## src/rtl/p_encoder_pkg.sv

```systemverilog
// p_encoder_pkg: shared constants and helpers for the priority encoder slice.
//   P_ENC_DEFAULT_N : default number of request lines.
//   clog2_min1(n)   : index width for n lines, never less than 1 bit.
package p_encoder_pkg;

   localparam int P_ENC_DEFAULT_N = 4;

   function automatic int clog2_min1(input int n);
      return (n <= 2) ? 1 : $clog2(n);
   endfunction

endpackage

```

## src/rtl/p_encoder_core.sv

```systemverilog
// p_encoder_core: combinational priority encoder.
//   y          in  [N-1:0] request lines
//   idx        out [W-1:0] index of winning request (0 when none)
//   any        out         at least one request set
//   grant_comb out [N-1:0] one-hot of idx when any (only with P_ENCODER_4TO2_ONEHOT_EN)
// MSB_PRIORITY=1: highest set bit wins; 0: lowest set bit wins.
module p_encoder_core
   import p_encoder_pkg::*;
#(
   parameter int N            = P_ENC_DEFAULT_N,
   parameter int MSB_PRIORITY = 1,
   localparam int W           = clog2_min1(N)
) (
   input  logic [N-1:0] y,
   output logic [W-1:0] idx,
   output logic         any
`ifdef P_ENCODER_4TO2_ONEHOT_EN
   ,
   output logic [N-1:0] grant_comb
`endif
);

   // Scan in rising priority order so the last known-1 bit seen wins; an X
   // on a lower-priority bit cannot disturb the result once a higher one is 1.
   always_comb begin
      idx = '0;
      if (MSB_PRIORITY != 0) begin
         for (int unsigned i = 0; i < N; i++) begin
            if (y[i] == 1'b1) idx = W'(i);
         end
      end else begin
         for (int unsigned i = N; i > 0; i--) begin
            if (y[i-1] == 1'b1) idx = W'(i - 1);
         end
      end
   end

   assign any = |y;

`ifdef P_ENCODER_4TO2_ONEHOT_EN
   always_comb begin
      grant_comb = '0;
      if (any) grant_comb[idx] = 1'b1;
   end
`endif

endmodule

```

## src/rtl/p_encoder_4to2.sv

```systemverilog
// p_encoder_4to2: priority encoder with one registered output stage.
//   clk   in          rising-edge clock
//   rst   in          asynchronous active-high reset
//   en    in          capture enable; outputs hold when low
//   y     in  [N-1:0] request lines
//   a     out [W-1:0] registered winning index (0 when valid=0)
//   valid out         registered "any request set"
//   grant out [N-1:0] registered one-hot of a (only with P_ENCODER_4TO2_ONEHOT_EN)
// Optional feature macro: P_ENCODER_4TO2_ONEHOT_EN.
module p_encoder_4to2
   import p_encoder_pkg::*;
#(
   parameter int N            = P_ENC_DEFAULT_N,
   parameter int MSB_PRIORITY = 1,
   localparam int W           = clog2_min1(N)
) (
   input  logic         clk,
   input  logic         rst,
   input  logic         en,
   input  logic [N-1:0] y,
   output logic [W-1:0] a,
   output logic         valid
`ifdef P_ENCODER_4TO2_ONEHOT_EN
   ,
   output logic [N-1:0] grant
`endif
);

   logic [W-1:0] w_idx;
   logic         w_any;
   logic [W-1:0] r_a;
   logic         r_valid;

`ifdef P_ENCODER_4TO2_ONEHOT_EN
   logic [N-1:0] w_grant;
   logic [N-1:0] r_grant;
`endif

   p_encoder_core #(
      .N            (N),
      .MSB_PRIORITY (MSB_PRIORITY)
   ) u_core (
      .y          (y),
      .idx        (w_idx),
      .any        (w_any)
`ifdef P_ENCODER_4TO2_ONEHOT_EN
      ,
      .grant_comb (w_grant)
`endif
   );

   always_ff @(posedge clk or posedge rst) begin
      if (rst) begin
         r_a     <= '0;
         r_valid <= 1'b0;
`ifdef P_ENCODER_4TO2_ONEHOT_EN
         r_grant <= '0;
`endif
      end else if (en) begin
         r_a     <= w_idx;
         r_valid <= w_any;
`ifdef P_ENCODER_4TO2_ONEHOT_EN
         r_grant <= w_grant;
`endif
      end
   end

   assign a     = r_a;
   assign valid = r_valid;
`ifdef P_ENCODER_4TO2_ONEHOT_EN
   assign grant = r_grant;
`endif

endmodule

```

## config.mk

```make
export PLATFORM = sky130hd
export DESIGN_NAME = p_encoder_4to2
export DESIGN_NICKNAME = d
export VERILOG_FILES = /design/src/rtl/p_encoder_pkg.sv /design/src/rtl/p_encoder_core.sv /design/src/rtl/p_encoder_4to2.sv
export SDC_FILE = /design/constraint.sdc
export NUM_CORES = 1
export LEC_CHECK = 0
export BUFFER_PORTS_ARGS = -buffer_cell sky130_fd_sc_hd__buf_4
export CAP_MARGIN = 20
export CORE_AREA = 2 2 39 41
export CTS_CLUSTER_DIAMETER = 120
export DETAILED_ROUTE_END_ITERATION = 16
export DIE_AREA = 0 0 41 43
export PLACE_DENSITY = 0.3
export SYNTH_ARGS = -nofsm -noshare
export SYNTH_HDL_FRONTEND = slang
export SYNTH_SLANG_ARGS = --single-unit
```

## constraint.sdc

```tcl
create_clock -name clk -period 0.9 [get_ports clk]
set_clock_uncertainty 0.2 [all_clocks]
set_input_delay 0.18 -clock clk [delete_from_list [all_inputs] [get_ports clk]]
set_output_delay 0.18 -clock clk [all_outputs]
set_load 0.005 [all_outputs]
```

==> qor.yml <==
synthesis:
  synth-xor-area-share: 0
  synth.area.mux_share: 0
  postSynthAreaPerCell_um2: 8.937
  yosys_register_bits: 3
  yosysSeqAreaShare: 0.6000
  ys_types: 6
  synth-compound-area-share: 0.1400
  syn-cell-area_um2: 125.1
  yosys_warnings: 0
  synthSimpleGateAreaFrac: 0.2000
  synthCells: 14
  syn-num-nets: 21
  synth_top_family_by_area: "simple AND/OR/NAND/NOR gates"
  synthAdderAreaFrac: 0
critical_path:
  ff2ff_path_depth: 4
  r2r-start: "a[1]"
  cp-end-kind: "output pin"
  path_cells: "buf_6"
  crit_end: "valid"
  r2r_slack_ns: -0.15
  arrival_ns: 0.73
  slowest_delay_ns: 0.38
  cp_top_family: "flip-flops"
  critPathMaxFanout: 2
  crit_buf_inv: 1
  worst_path_max_delay_cell: "dfrtp_1"
  worst_setup_path_start_kind: "flop"
  crit_required_ns: 0.52
  critPathLaunch: "valid"
  critPathKind: "flop to output pin"
  r2r_end: "a[1]"
  crit_cells: 1
finish:
  finalNonFillerCells: 47
  drive_gt1_frac: 0.5484
  nets: 39
  fillCellCount: 150
  layout_commonest_cell: "buf_4"
  seqCellArea_um2: 75.07
  area_delta_synth_final_pct: 138.0
  antenna_cells: 0
  mostFrequentLayoutCells: "9 x buf_4, 3 x nor2_1, 3 x dfrtp_1, 3 x clkbuf_4, 3 x buf_6"
  multi_input_area_um2: 57.56
grt:
  grt-ovfl-total: 0
  grt_pass1_wl_um: 579
  track_usage: 0.05841
  grt_max_degree: 7
  antenna_found_initial: 0
  grt_pass1_vias: 159
timing:
  period_share: 1.236
  hold-worst-slack_ns: -0.007235
  setup-violations-final: 5
  tightest_slew_ns: 0.1534
  slew_violations: 0
  max-slew-margin-rel: 0.8974
  max_freq_mhz: 899.0
  fin_ws_ns: -0.2123
  setup_tns_ns: -0.8243
  hold_viol_final: 1
  fin_crit_ns: 1.112
  rsz0062_at_grt: "yes"
place:
  placed_cells: 39
  port_buffers: 9
  globalplace.congestion: 0.6313
clock_tree:
  cts_inserted_buffers: 3
  clkLatencyLatePin_ns: 0.23
  cts.htree.levels: 1
  cts_tree: "yes"
  clock-sinks: 3
  root_buffer: "clkbuf_4"
  cts.reportedPaths.clkPinSlew_ns: 0.04
  cts_buffer_depth: 2
die:
  num_rows: 14
  dieArea_mm2: 0.001763
  ioPinCount: 10
  die_y_um: 43
  die_w_um: 41
  start_util: 0.09042
  core_area_mm2: 0.001384
status:
  status: "finished with violations"
  failed_checks: "negative hold slack, negative setup slack"
hold_path:
  hp-class: "primary input to flop"
drt:
  drt_pass1_iterations: 4
  post_drt_via_cell_ratio: 3.213
  drcViolationCount: 0
  wl_per_cell_um: 7.319
  num_vias: 151
  routed_wl_um: 344
  dr.first_iter.drc_count: 5
  ant_nets: 0
pwr:
  peakVddDrop_mv: 0.2258
  p_leak_uw: 0.0001351
  p_per_area_mw_per_mm2: 1587
flow_run:
  cap_violations: 0
per-layer routing:
metal	wire, um	part of all wire	track usage	vias up
met5	0	0	0	-
met4	18	0.052	0.1000	0
met3	57	0.17	0.03665	2
met2	117	0.34	0.05000	12
met1	151	0.44	0.06494	57
li1	-	-	-	80
worst min-delay path by stage:
stage               cells after the start  slack, ns  start    to
floorplan                               1      -0.27    rst  a[0]
global placement                        2      -0.14    rst  a[0]
detailed placement                      2      -0.14    rst  a[0]
CTS                                     2      -0.05     en  a[1]
global route                            2      0.008     en  a[1]
finish                                  2     -0.007     en  a[1]
registers in the layout (all words and copies together), names as in the netlist:
name and flops:
valid 1, a 2
cell usage after synthesis:
cell type,number,share of area
nor2_1,5,0.15
dfrtp_1,3,0.60
a31oi_1,2,0.10
inv_1,2,0.060
a21oi_1,1,0.040
nand2b_1,1,0.050
layout make-up:
type                       instances  area share
sequential                         3      0.2521
clock buffer                       4     0.08824
inverter                           2     0.02521
multi-input combinational          9      0.1933
tap                               16     0.06723
timing repair buffer              13      0.3739
cells by family after synthesis:
kind of cell	count (synthesis)
AO/OA/AOI/OAI	3
flip-flops	3
AND/OR/NAND/NOR	6
buffers and inverters	2
through the flow:
stage	instance area (um2)	power, uW	setup slack [ns]	util
final	297.8	472.7	-0.2123	0.2152
after global routing	297.8	500.9	-0.2364	0.2152
after CTS	271.5	474.7	-0.2231	0.1962
after detailed placement	212.7	208.0	0.02435	0.1537
after global placement	212.7	208.6	0.02756	0.1537
after floorplan	125.1	167.0	0.07485	-
timing repair:
action / CTS / global route
setup endpoints to repair: 3 / 5
cloned: 0 / 0
hold buffers: 1 / 0
setup buffers: 2 / 1
hold endpoints to repair: 6 / 0
resized for setup: 2 / 5
where the power goes:
part           switching (uW)  internal, uW  total [uW]
registers                6.27           145         152
logic                    29.1          55.1        84.2
clock network            70.8           166         237
total                     106           367         473
(Power assumes the default switching activity.)
